--- src/rtl/axis_pkg.sv ---
// rtl/axis_pkg.sv - shared stream-source tags and arbiter state encoding
package axis_pkg;

  typedef logic axis_src_t;

  localparam axis_src_t SRC_S0 = 1'b0;
  localparam axis_src_t SRC_S1 = 1'b1;

  typedef enum logic {
    G0 = 1'b0,
    G1 = 1'b1
  } grant_state_t;

endpackage

--- src/rtl/axis_merger_if.sv ---
// rtl/axis_merger_if.sv - two slave streams plus one master stream of the 2:1 merger
interface axis_merger_if #(
  parameter int DATA_W = 32
) ();

  logic              S0_AXIS_tvalid;
  logic [DATA_W-1:0] S0_AXIS_tdata;
  logic              S0_AXIS_tready;
  logic              S1_AXIS_tvalid;
  logic [DATA_W-1:0] S1_AXIS_tdata;
  logic              S1_AXIS_tready;
  logic              M_AXIS_tready;
  logic              M_AXIS_tvalid;
  logic [DATA_W-1:0] M_AXIS_tdata;
  logic              M_AXIS_tuser;

  // Merger side: consumes S0/S1, produces M.
  modport slave (
    input  S0_AXIS_tvalid, S0_AXIS_tdata,
    input  S1_AXIS_tvalid, S1_AXIS_tdata,
    input  M_AXIS_tready,
    output S0_AXIS_tready, S1_AXIS_tready,
    output M_AXIS_tvalid, M_AXIS_tdata, M_AXIS_tuser
  );

  // Environment side: producers on S0/S1 and the downstream sink.
  modport master (
    output S0_AXIS_tvalid, S0_AXIS_tdata,
    output S1_AXIS_tvalid, S1_AXIS_tdata,
    output M_AXIS_tready,
    input  S0_AXIS_tready, S1_AXIS_tready,
    input  M_AXIS_tvalid, M_AXIS_tdata, M_AXIS_tuser
  );

endinterface

--- src/rtl/axis_rr_arbiter2.sv ---
// rtl/axis_rr_arbiter2.sv - two-requester round-robin arbiter owning last_grant
module axis_rr_arbiter2
  import axis_pkg::*;
(
  input  logic       clk,
  input  logic       reset,
  input  logic [1:0] req,
  input  logic       advance,
  input  axis_src_t  src_in,
  output axis_src_t  sel,
  output logic       gnt_valid
);

  grant_state_t state_q;
  grant_state_t state_d;

  always_ff @(posedge clk) begin
    if (reset) begin
      state_q <= G1;
    end else begin
      state_q <= state_d;
    end
  end

  always_comb begin
    state_d   = state_q;
    sel       = SRC_S0;
    gnt_valid = |req;
    case (req)
      2'b01:   sel = SRC_S0;
      2'b10:   sel = SRC_S1;
      // On a tie the requester that did not win last goes next.
      2'b11:   sel = (state_q == G1) ? SRC_S0 : SRC_S1;
      default: sel = SRC_S0;
    endcase
    if (advance) begin
      state_d = (src_in == SRC_S1) ? G1 : G0;
    end
  end

endmodule

--- src/rtl/axis_merger.sv ---
// rtl/axis_merger.sv - round-robin 2:1 AXI4-Stream merger with registered output and beat counters
module axis_merger
  import axis_pkg::*;
#(
  parameter int AXIS_TDATA_WIDTH = 32,
  parameter int CNT_WIDTH        = 32
) (
  input  logic                 aclk,
  input  logic                 reset,
  axis_merger_if.slave         bus,
  output logic [CNT_WIDTH-1:0] count0,
  output logic [CNT_WIDTH-1:0] count1
);

  localparam logic [CNT_WIDTH-1:0] CNT_ONE = {{(CNT_WIDTH-1){1'b0}}, 1'b1};

  logic                        m_tvalid_q;
  logic [AXIS_TDATA_WIDTH-1:0] m_tdata_q;
  axis_src_t                   m_tuser_q;

  logic      load;
  logic      gnt_valid;
  logic      xfer;
  axis_src_t sel;

  assign load = !m_tvalid_q || bus.M_AXIS_tready;

  axis_rr_arbiter2 u_arb (
    .clk       (aclk),
    .reset     (reset),
    .req       ({bus.S1_AXIS_tvalid, bus.S0_AXIS_tvalid}),
    .advance   (xfer),
    .src_in    (sel),
    .sel       (sel),
    .gnt_valid (gnt_valid)
  );

  assign bus.S0_AXIS_tready = !reset && load && (sel == SRC_S0);
  assign bus.S1_AXIS_tready = !reset && load && (sel == SRC_S1);

  // When any slave is valid, sel points at a valid one, so this is exactly its handshake.
  assign xfer = !reset && load && gnt_valid;

  always_ff @(posedge aclk) begin
    if (reset) begin
      m_tvalid_q <= 1'b0;
      m_tdata_q  <= '0;
      m_tuser_q  <= SRC_S0;
    end else if (load) begin
      m_tvalid_q <= xfer;
      if (xfer) begin
        m_tdata_q <= (sel == SRC_S1) ? bus.S1_AXIS_tdata : bus.S0_AXIS_tdata;
        m_tuser_q <= sel;
      end
    end
  end

  always_ff @(posedge aclk) begin
    if (reset) begin
      count0 <= '0;
      count1 <= '0;
    end else if (xfer) begin
      if (sel == SRC_S1) begin
        count1 <= count1 + CNT_ONE;
      end else begin
        count0 <= count0 + CNT_ONE;
      end
    end
  end

  assign bus.M_AXIS_tvalid = m_tvalid_q;
  assign bus.M_AXIS_tdata  = m_tdata_q;
  assign bus.M_AXIS_tuser  = m_tuser_q;

endmodule

--- src/flat_wrapper.sv ---
// flat-port wrapper written by rule: the top's interface ports become plain ports
module axis_merger_flat import axis_pkg::*;
#(
  parameter int AXIS_TDATA_WIDTH = 32,
  parameter int CNT_WIDTH        = 32
)
  (aclk, reset, count0, count1, bus_S0_AXIS_tvalid, bus_S0_AXIS_tdata, bus_S1_AXIS_tvalid, bus_S1_AXIS_tdata, bus_M_AXIS_tready, bus_S0_AXIS_tready, bus_S1_AXIS_tready, bus_M_AXIS_tvalid, bus_M_AXIS_tdata, bus_M_AXIS_tuser);
  axis_merger_if #(.DATA_W(32)) bus_i ();
  input  logic aclk;
  input  logic reset;
  output logic [CNT_WIDTH-1:0] count0;
  output logic [CNT_WIDTH-1:0] count1;
  input wire logic [$bits(bus_i.S0_AXIS_tvalid)-1:0] bus_S0_AXIS_tvalid;
  input wire logic [$bits(bus_i.S0_AXIS_tdata)-1:0] bus_S0_AXIS_tdata;
  input wire logic [$bits(bus_i.S1_AXIS_tvalid)-1:0] bus_S1_AXIS_tvalid;
  input wire logic [$bits(bus_i.S1_AXIS_tdata)-1:0] bus_S1_AXIS_tdata;
  input wire logic [$bits(bus_i.M_AXIS_tready)-1:0] bus_M_AXIS_tready;
  output wire logic [$bits(bus_i.S0_AXIS_tready)-1:0] bus_S0_AXIS_tready;
  output wire logic [$bits(bus_i.S1_AXIS_tready)-1:0] bus_S1_AXIS_tready;
  output wire logic [$bits(bus_i.M_AXIS_tvalid)-1:0] bus_M_AXIS_tvalid;
  output wire logic [$bits(bus_i.M_AXIS_tdata)-1:0] bus_M_AXIS_tdata;
  output wire logic [$bits(bus_i.M_AXIS_tuser)-1:0] bus_M_AXIS_tuser;
  assign bus_i.S0_AXIS_tvalid = bus_S0_AXIS_tvalid;
  assign bus_i.S0_AXIS_tdata = bus_S0_AXIS_tdata;
  assign bus_i.S1_AXIS_tvalid = bus_S1_AXIS_tvalid;
  assign bus_i.S1_AXIS_tdata = bus_S1_AXIS_tdata;
  assign bus_i.M_AXIS_tready = bus_M_AXIS_tready;
  assign bus_S0_AXIS_tready = bus_i.S0_AXIS_tready;
  assign bus_S1_AXIS_tready = bus_i.S1_AXIS_tready;
  assign bus_M_AXIS_tvalid = bus_i.M_AXIS_tvalid;
  assign bus_M_AXIS_tdata = bus_i.M_AXIS_tdata;
  assign bus_M_AXIS_tuser = bus_i.M_AXIS_tuser;
  axis_merger #(.AXIS_TDATA_WIDTH(AXIS_TDATA_WIDTH), .CNT_WIDTH(CNT_WIDTH)) u_core (.aclk(aclk), .reset(reset), .bus(bus_i), .count0(count0), .count1(count1));
endmodule
--- config.mk ---
export PLATFORM = sky130hd
export DESIGN_NAME = axis_merger_flat
export DESIGN_NICKNAME = d
export VERILOG_FILES = /design/src/rtl/axis_pkg.sv /design/src/rtl/axis_merger_if.sv /design/src/rtl/axis_rr_arbiter2.sv /design/src/rtl/axis_merger.sv /design/src/flat_wrapper.sv
export SDC_FILE = /design/constraint.sdc
export NUM_CORES = 1
export LEC_CHECK = 0
export ABC_CLOCK_PERIOD_IN_PS = 5600
export CORE_ASPECT_RATIO = 1.75
export CORE_MARGIN = 2
export CORE_UTILIZATION = 50
export DETAILED_ROUTE_END_ITERATION = 12
export DONT_BUFFER_PORTS = 1
export GPL_ROUTABILITY_DRIVEN = 0
export HOLD_SLACK_MARGIN = 0.03
export PLACE_DENSITY_LB_ADDON = 0.12
export SLEW_MARGIN = 20
export SYNTH_ARGS = -nofsm -noshare
export SYNTH_HDL_FRONTEND = slang
export SYNTH_HIERARCHICAL = 1
export SYNTH_SLANG_ARGS = --single-unit
export TNS_END_PERCENT = 5
--- constraint.sdc ---
create_clock -name aclk -period 5.6 [get_ports aclk]
set_input_delay 0.28 -clock aclk [delete_from_list [all_inputs] [get_ports aclk]]
set_output_delay 0.28 -clock aclk [all_outputs]
set_load 0.03 [all_outputs]
==> metrics list, run 1 <==
- The run finished with clean final reports.
* Post-synth net total: about 600
* Setup crit end kind: flip-flop
* Post-DP HPWL: 7320 um
* Final Power: 1.48 mW
- Timing analysis after detailed placement gives a worst setup slack of 2.82 ns.
* Hold crit path type: in -> reg
- Basic-gate share of the synthesized area counting and, or, nand and nor cells: 0.266
- The number of pins with negative max-slew slack in the final report is 0.
- Ports: ~170
- DIE WIDTH: 75.9 um
- Slew Limit Headroom: 0.342
- Top area cells in the synthesized netlist: sky130_fd_sc_hd__dfxtp_1 (44%), sky130_fd_sc_hd__nor2_1 (7.6%), sky130_fd_sc_hd__mux2i_1 (7.3%)
* Core region area: 8730 sq um
- The via count of the first global-routing pass is 3476.
- Summing all non-filler instances in the final layout gives an area of 4900 sq um.
- Minimum setup slack among reg-to-reg paths: 2.81 ns
- After clock tree synthesis, the clock-pin slew on the worst setup and hold paths is 0.06 ns.
* Async SR Flop Fraction: 0
- Mapped cell area: between 4000 and 5000 sq um
- Compared with the post-synthesis result, the final layout area differs by 8.41%.
- Hold repair after CTS inserted 2 buffers.
- The area fraction in compound gates after synthesis was 0.0783.
- Data on the critical path is required at its endpoint by 5.82 ns.
- Port bufs: 0
- Synthesis handed over a netlist of 517 instances.
- Counting flops and latches in the post-synthesis netlist gives 99.
- CTS built an H-tree with a depth of 3.
- Clock tree from TritonCTS: yes
- Sinks on Clock Net: 99
- The initialized floorplan defines between 40 and 50 standard-cell rows.
- The worst setup path is of the reg -> reg kind.
- Clk Latency, worst-skew pair: around 0.34 ns
* Clock Skew: 0.00853 ns
- In the finished design, the share of the clock period the worst path needs comes to 0.498.
- In the final layout, the share of cells above drive strength 1 is 0.0534.
- Dividing total power by cell area gives a power density of roughly 300 nW/um^2.
- The share of the Yosys chip area taken by registers is 0.438.
- Of all cell types, the one taking the most synthesized area is sky130_fd_sc_hd__dfxtp_1.
- The number of gates resized after CTS was 0.
- STA puts the critical path data arrival time at 3.01 ns.
* Pin count of the biggest net entering global routing: between 80 and 90
- Buffers added to address setup during post-CTS repair amount to 0.
* Flip-flop cell with the highest count after synthesis: sky130_fd_sc_hd__dfxtp_1
- Antenna violation net count after detailed routing: 0
- Across every metal layer, demand over resource in global routing totals 0.216.
- First-pass GRT wire length: approximately 17000 um
- Static timing analysis puts the maximum clock frequency at roughly 360 MHz.
- The initial antenna violation count came to 0.
- Of the post-synthesis cell area, the dominant cell type holds 0.438.
- The most common cell in the synthesized netlist is sky130_fd_sc_hd__dfxtp_1.
- Total number of yosys warnings: 6
* Post-synthesis share of cell area spent on xor and xnor gates: 0.0968
* Multiplexer share of the synthesized area: 0.0805
- Setup tns final: 0 ns
- After layout, the worst setup slack is 2.81 ns.
- Routed wire length per instance: around 17 um
- The commonest cells after synthesis are sky130_fd_sc_hd__dfxtp_1 (99), sky130_fd_sc_hd__nor2_1 (92), sky130_fd_sc_hd__xnor2_1 (34), sky130_fd_sc_hd__mux2i_1 (33), sky130_fd_sc_hd__a211oi_1 (32).
* Initial cell density of the core: 0.518
- Total iterations of the first detailed-routing run: 4
- The final hold violation count is 0.
- Combinational family with the most area after synthesis: simple AND/OR/NAND/NOR gates
- The detailed router finished its first iteration with 189 violations.
* Filler cell count in the final layout: 823
* Area enclosed by the die boundary: approximately 9900 sq um
- In this run the cell area measured after placement is 4590 sq um.
- Setup violations remaining at the end of the flow were counted as 0.
- STA classifies the critical path startpoint as a flip-flop.
- The tree is rooted in a sky130_fd_sc_hd__clkbuf_16.
* Post-synthesis share of cell area spent on full adders, half adders and majority gates: 0.00553
- For this design the static power due to leakage is around 1.6 nW.
- Number of diodes added for antenna fixing: 0
- Remaining design rule violation count: 0
- The clock period could shrink to 2.79 ns.
- Worst vdd rail ir drop: 0.201 mV
- Dividing the synthesized area by the synthesized cell count gives 8.75 sq um.
* Mean number of vias per cell: 5.78
- Total number of vias: 3601
- Sum of overflow across all layers after global routing: 0
- Slew of the pin with the lowest slew margin: 0.980 ns
* Final Net Count: approximately 570
- The clock passes through at most 2 buffers.
- Vertical die dimension: 130 um
- CP Max Fanout: 7
- Total length of routed wires: 10600 um
- Synth unique cells: 38
- The tool flagged a number of max-cap violations equal to 0.
* Count of placed standard cells including taps: 606
* RSZ-0062 raised after global routing: no
* CTS buffer count: 9
- Fin cells: 623
- Post-synth EDFFs: 0
[worst max-delay path: stages (launching register included)]
cell and delay [ns]:
sky130_fd_sc_hd__dfxtp_1 0.57, sky130_fd_sc_hd__ha_1 0.26, sky130_fd_sc_hd__nand2_1 0.13, sky130_fd_sc_hd__or3_4 0.46
sky130_fd_sc_hd__or4b_1 0.68, sky130_fd_sc_hd__nor4_2 0.21, sky130_fd_sc_hd__mux2_1 0.35
[metrics by stage]
stage          utilization  hold WS (ns)
2_1_floorplan            -         0.379
3_3_place_gp         0.526         0.360
3_5_place_dp         0.526         0.363
4_1_cts              0.562        0.0372
5_1_grt              0.562        0.0358
6_report             0.562        0.0456
[logic make-up after synthesis]
group | after synthesis
and+or+nand+nor | 237
AOI/OAI and AO/OA | 52
adders and majority gates | 2
muxes | 36
DFF | 99
xor gates and xnor gates | 50
buffers and inverters | 41
[where the power goes]
part | switching, mW | total (mW) | internal, mW
registers | 0.0607 | 0.787 | 0.727
logic | 0.0560 | 0.0936 | 0.0376
clock network | 0.251 | 0.594 | 0.343
[worst paths after layout]
| kind | endpoint | cells after the start | from |
|---|---|---|---|
| setup reg to reg | u_core/count1[30]$_SDFFE_PP0P_ | 6 | u_core/count1[0]$_SDFFE_PP0P_ |
| setup / recovery | u_core/count1[30]$_SDFFE_PP0P_ | 6 | u_core/count1[0]$_SDFFE_PP0P_ |
| hold reg to reg | u_core/u_arb/state_q$_SDFFE_PP1P_ | 2 | u_core/u_arb/state_q$_SDFFE_PP1P_ |
| hold / removal | u_core/u_arb/state_q$_SDFFE_PP1P_ | 1 | reset |
[placed cells by master, fill, tap and decap left out, types with 2 or more instances in the layout]
master,Yosys,layout
sky130_fd_sc_hd__dfxtp_1,99,99
sky130_fd_sc_hd__nor2_1,92,91
sky130_fd_sc_hd__xnor2_1,34,34
sky130_fd_sc_hd__mux2i_1,33,33
sky130_fd_sc_hd__a211oi_1,32,32
sky130_fd_sc_hd__nor4_1,25,25
sky130_fd_sc_hd__nand2_1,24,24
sky130_fd_sc_hd__nand3_1,20,20
sky130_fd_sc_hd__nand4_1,19,19
sky130_fd_sc_hd__xor2_1,16,16
sky130_fd_sc_hd__nor3_1,14,14
sky130_fd_sc_hd__inv_1,11,11
sky130_fd_sc_hd__clkbuf_16,0,9
sky130_fd_sc_hd__nor2b_1,9,9
sky130_fd_sc_hd__o21ai_0,8,8
sky130_fd_sc_hd__a21oi_1,8,8
sky130_fd_sc_hd__and4_1,7,7
sky130_fd_sc_hd__and3_1,5,5
sky130_fd_sc_hd__clkbuf_1,23,3
sky130_fd_sc_hd__and2_1,3,3
sky130_fd_sc_hd__or2_2,3,3
sky130_fd_sc_hd__or4_1,3,3
sky130_fd_sc_hd__clkinv_2,0,2
sky130_fd_sc_hd__nand2b_1,2,2
sky130_fd_sc_hd__nor3b_1,2,2
sky130_fd_sc_hd__nor4_2,2,2
sky130_fd_sc_hd__mux2_1,2,2
sky130_fd_sc_hd__a31o_2,2,2
sky130_fd_sc_hd__or3_1,2,2
sky130_fd_sc_hd__ha_1,2,2
sky130_fd_sc_hd__buf_4,0,2
[area by class of cell]
class | count | area, sq um | area share
clock buffers | 12 | 236 | 0.0482
clock inverters | 3 | 40.0 | 0.00817
inverters | 11 | 41.3 | 0.00842
multi-input cells | 377 | 2400 | 0.490
flip-flops and latches | 99 | 1980 | 0.404
well taps | 117 | 146 | 0.0299
repair buffers | 4 | 52.6 | 0.0107
[metal layers]
layer	share of wire	vias up	track usage
met5	0	-	0
met4	0.023	0	0.0805
met3	0.080	15	0.0625
met2	0.51	135	0.375
li1	-	1798	-
met1	0.39	1653	0.242
[flip-flops by register name, indices dropped and copies added (netlist names)]
register and count:
u_core/u_arb/state_q 1, u_core/bus.M_AXIS_tvalid 1, u_core/count0 32, u_core/bus.M_AXIS_tuser 1, u_core/count1 32, u_core/bus.M_AXIS_tdata 32
Power figures use the tool's default switching activity.
==> run 2: changes to the inputs <==
--- a/config.mk
+++ b/config.mk
@@ -5,7 +5,7 @@
 export SDC_FILE = /design/constraint.sdc
 export NUM_CORES = 1
 export LEC_CHECK = 0
-export ABC_CLOCK_PERIOD_IN_PS = 5600
+export ABC_CLOCK_PERIOD_IN_PS = 2410
 export CORE_ASPECT_RATIO = 1.75
 export CORE_MARGIN = 2
 export CORE_UTILIZATION = 50
==> constraint.sdc (replaced) <==
create_clock -name aclk -period 2.41 [get_ports aclk]
set_input_delay 0.1205 -clock aclk [delete_from_list [all_inputs] [get_ports aclk]]
set_output_delay 0.1205 -clock aclk [all_outputs]
set_load 0.03 [all_outputs]
==> run 2 against run 1 <==
Via count up 13%; critical path type unchanged; clock power rose to 2.6 times the previous value; largest cell class unchanged; worst setup slack worse by 2.6 ns; combinational power rose to 3.5 times the previous value; first-iteration DRC count up 22%; register-to-register slack worse by 2.6 ns.
==> metrics list, run 2 (same netlist as run 1, synthesis figures left out) <==
- Status: finished clean (unchanged).
- CP Data Required Time: 2.64 ns (was 5.82 ns)
- Clock transition at the registers of the reported paths: 0.07 ns (was 0.06 ns)
- Clk buf depth: 2 (unchanged)
- The kind of critical path was reg -> reg (unchanged).
* Fin. Hold Viols: 0 (unchanged)
- The total DRC errors in the routed layout was 0 (unchanged).
- Ports: 169 (unchanged)
- Critical register-to-register path startpoint: u_core/count1[0]$_SDFFE_PP0P_ (unchanged)
* Layer with the highest usage: met2 (unchanged)
- Bufs and invs on worst path: 0 (unchanged)
* Power per cell area: 631 nW/um^2 (was 301 nW/um^2)
- The initial cell density of the core came to 0.518 (unchanged).
* Number of diodes added for antenna fixing: 0 (unchanged)
- Routed wire length per instance: 16.5 um (was 16.9 um)
* Pin count of the biggest net entering global routing: 104 (was 89)
* M3 GR Usage: 0.0649 (was 0.0625)
* Setup crit end kind: flip-flop (unchanged)
- The clock tree skew after final layout was 0.00707 ns (was 0.00853 ns).
* Clk Latency, worst-skew pair: 0.34 ns (about the same)
* DIE WIDTH: 75.9 um (unchanged)
- The buffer count from post-CTS setup fixing is 0 (unchanged).
- The most common library cell in the layout ignoring fill and taps was sky130_fd_sc_hd__dfxtp_1 (unchanged).
- The placeable core region is 8730 sq um (unchanged).
- The slowest library cell on the worst path is sky130_fd_sc_hd__or4b_4 (was sky130_fd_sc_hd__or4b_1).
* Startpoint of the tightest hold check path: bus_S1_AXIS_tdata[13] (was reset)
- The kind of start point of the critical path was a flip-flop (unchanged).
- Total iterations of the first detailed-routing run: 4 (unchanged)
* Pre-CTS setup slack: 0.0655 ns (was 2.82 ns)
- Number of violations of the max-capacitance limit: 0 (unchanged)
- Ordered cell list for the critical path: ha_1, nand2_1, or3_4, or4b_4, nor4_2, mux2_1 (was ha_1, nand2_1, or3_4, or4b_1, nor4_2, mux2_1).
- The leakage component of the power is 2.11 nW (was 1.61 nW).
- CP Max Fanout: 7 (unchanged)
* Number of setup violations in the final report: 0 (unchanged)
* Final slew viol count: 0 (unchanged)
* Post-DP HPWL: 7690 um (was 7320 um)
- Gate family responsible for the most delay along the worst path: simple AND/OR/NAND/NOR gates (unchanged)
* Depth of the CTS H-tree: 3 (unchanged)
- Filler cell count in the final layout: 727 (was 823)
* Vertical die dimension: 130 um (unchanged)
* Met1 track demand over resource: 0.273 (was 0.242)
- Mean number of vias per cell: 5.63 (was 5.78)
- The worst relative slew slack is 0.615 (was 0.342).
- Root Buffer Master: sky130_fd_sc_hd__clkbuf_16 (unchanged)
* First-pass GRT wire length: 18900 um (was 16600 um)
- Fraction of final layout cells with drive strength greater than 1: 0.152 (was 0.0534)
- Antenna violation net count after detailed routing: 0 (unchanged)
- Total length of routed wires: 11900 um (was 10600 um)
- Slew of the pin with the lowest slew margin: 0.578 ns (was 0.980 ns)
- CTS buffer count: 9 (unchanged)
- The detailed-route via count came to 4063 (was 3601).
* Period minus WS final: 2.24 ns (was 2.79 ns)
- Clock tree from TritonCTS: yes (unchanged)
- Most frequent cells in the layout: sky130_fd_sc_hd__dfxtp_1 (97), sky130_fd_sc_hd__nor2_1 (91), sky130_fd_sc_hd__buf_4 (59) (was sky130_fd_sc_hd__dfxtp_1 (99), sky130_fd_sc_hd__nor2_1 (91), sky130_fd_sc_hd__xnor2_1 (34)).
* Tot GR Track Use: 0.246 (was 0.216)
- The share of the clock period used by the worst path after layout was 0.928 (was 0.498).
- The overall power after layout is 3.66 mW (was 1.48 mW).
- RSZ-0062 raised after global routing: no (unchanged)
- The initial antenna violation count was 0 (unchanged).
- Global-route met2 utilization: 0.421 (was 0.375)
* Worst vdd rail ir drop: 0.442 mV (was 0.201 mV)
* Port bufs: 0 (unchanged)
- The count of routing violations after the opening detailed-route iteration came to 230 (was 189).
* Achievable frequency: 447 MHz (was 358 MHz)
* Worst setup startpoint: u_core/count1[0]$_SDFFE_PP0P_ (unchanged)
- The total die area came to 9850 sq um (unchanged).
- Vias in the first global route: 4088 (was 3476)
* Row count: 45 (unchanged)
- The worst path arrival time came to 2.46 ns (was 3.01 ns).
- The TritonCTS sink count was 99 (unchanged).
* Sum of overflow across all layers after global routing: 0 (unchanged)
- PnR worst setup slack: 0.173 ns (was 2.81 ns)
- The largest stage delay on the critical path is 0.58 ns (was 0.68 ns).
* Layout Area Growth over Synthesis: 28.4% (was 8.41%)
- The number of nets in the layout is 671 (was 573).
- Hold crit path type: in -> reg (unchanged)
run 2: cell type report:
type	instances	area, sq um	area share
multi-input cells	377	2410	0.415
repair buffers	102	901	0.155
clock inverters	3	43.8	0.00754
well taps	117	146	0.0252
clock buffers	13	280	0.0483
inverters	11	41.3	0.00711
flip-flops and latches	99	1980	0.342
run 2: path summary, 6_finish.rpt:
path | end | slack, ns | cells past startpoint
worst min-delay path | u_core/bus.M_AXIS_tdata[13]$_SDFFE_PP0P_ | 0.03 | 2
worst max register to register | u_core/count1[30]$_SDFFE_PP0P_ | 0.17 | 6
worst max-delay path | u_core/count1[30]$_SDFFE_PP0P_ | 0.17 | 6
worst min register to register | u_core/count1[1]$_SDFFE_PP0P_ | 0.62 | 3
run 2: metrics by stage:
stage	cells	util	TNS, ns	instance area [sq um]	hold WS (ns)
5_1_grt	722	0.665	0	5810	0.0421
2_1_floorplan	517	-	-0.0226	4530	0.219
3_3_place_gp	664	0.577	0	5040	0.202
3_5_place_dp	664	0.577	0	5040	0.204
6_report	722	0.665	0	5810	0.0263
4_1_cts	722	0.665	0	5800	0.0304
run 2: metal layers:
metal  wire (um)  vias up
li1            -     1994
met1        4530     1897
met2        6150      148
met3         914       24
met4         341        0
met5           0        -
run 2: repair_timing:
item	4_1_cts	5_1_grt
hold buffers	42	0
endpoints found under the hold margin	99	0
resized for setup	0	1
endpoints found under the setup margin	0	2
run 2: where the power goes:
group,total (mW),switching (mW),internal [mW]
combinational,0.323,0.167,0.156
clock,1.52,0.602,0.918
sequential,1.82,0.130,1.69
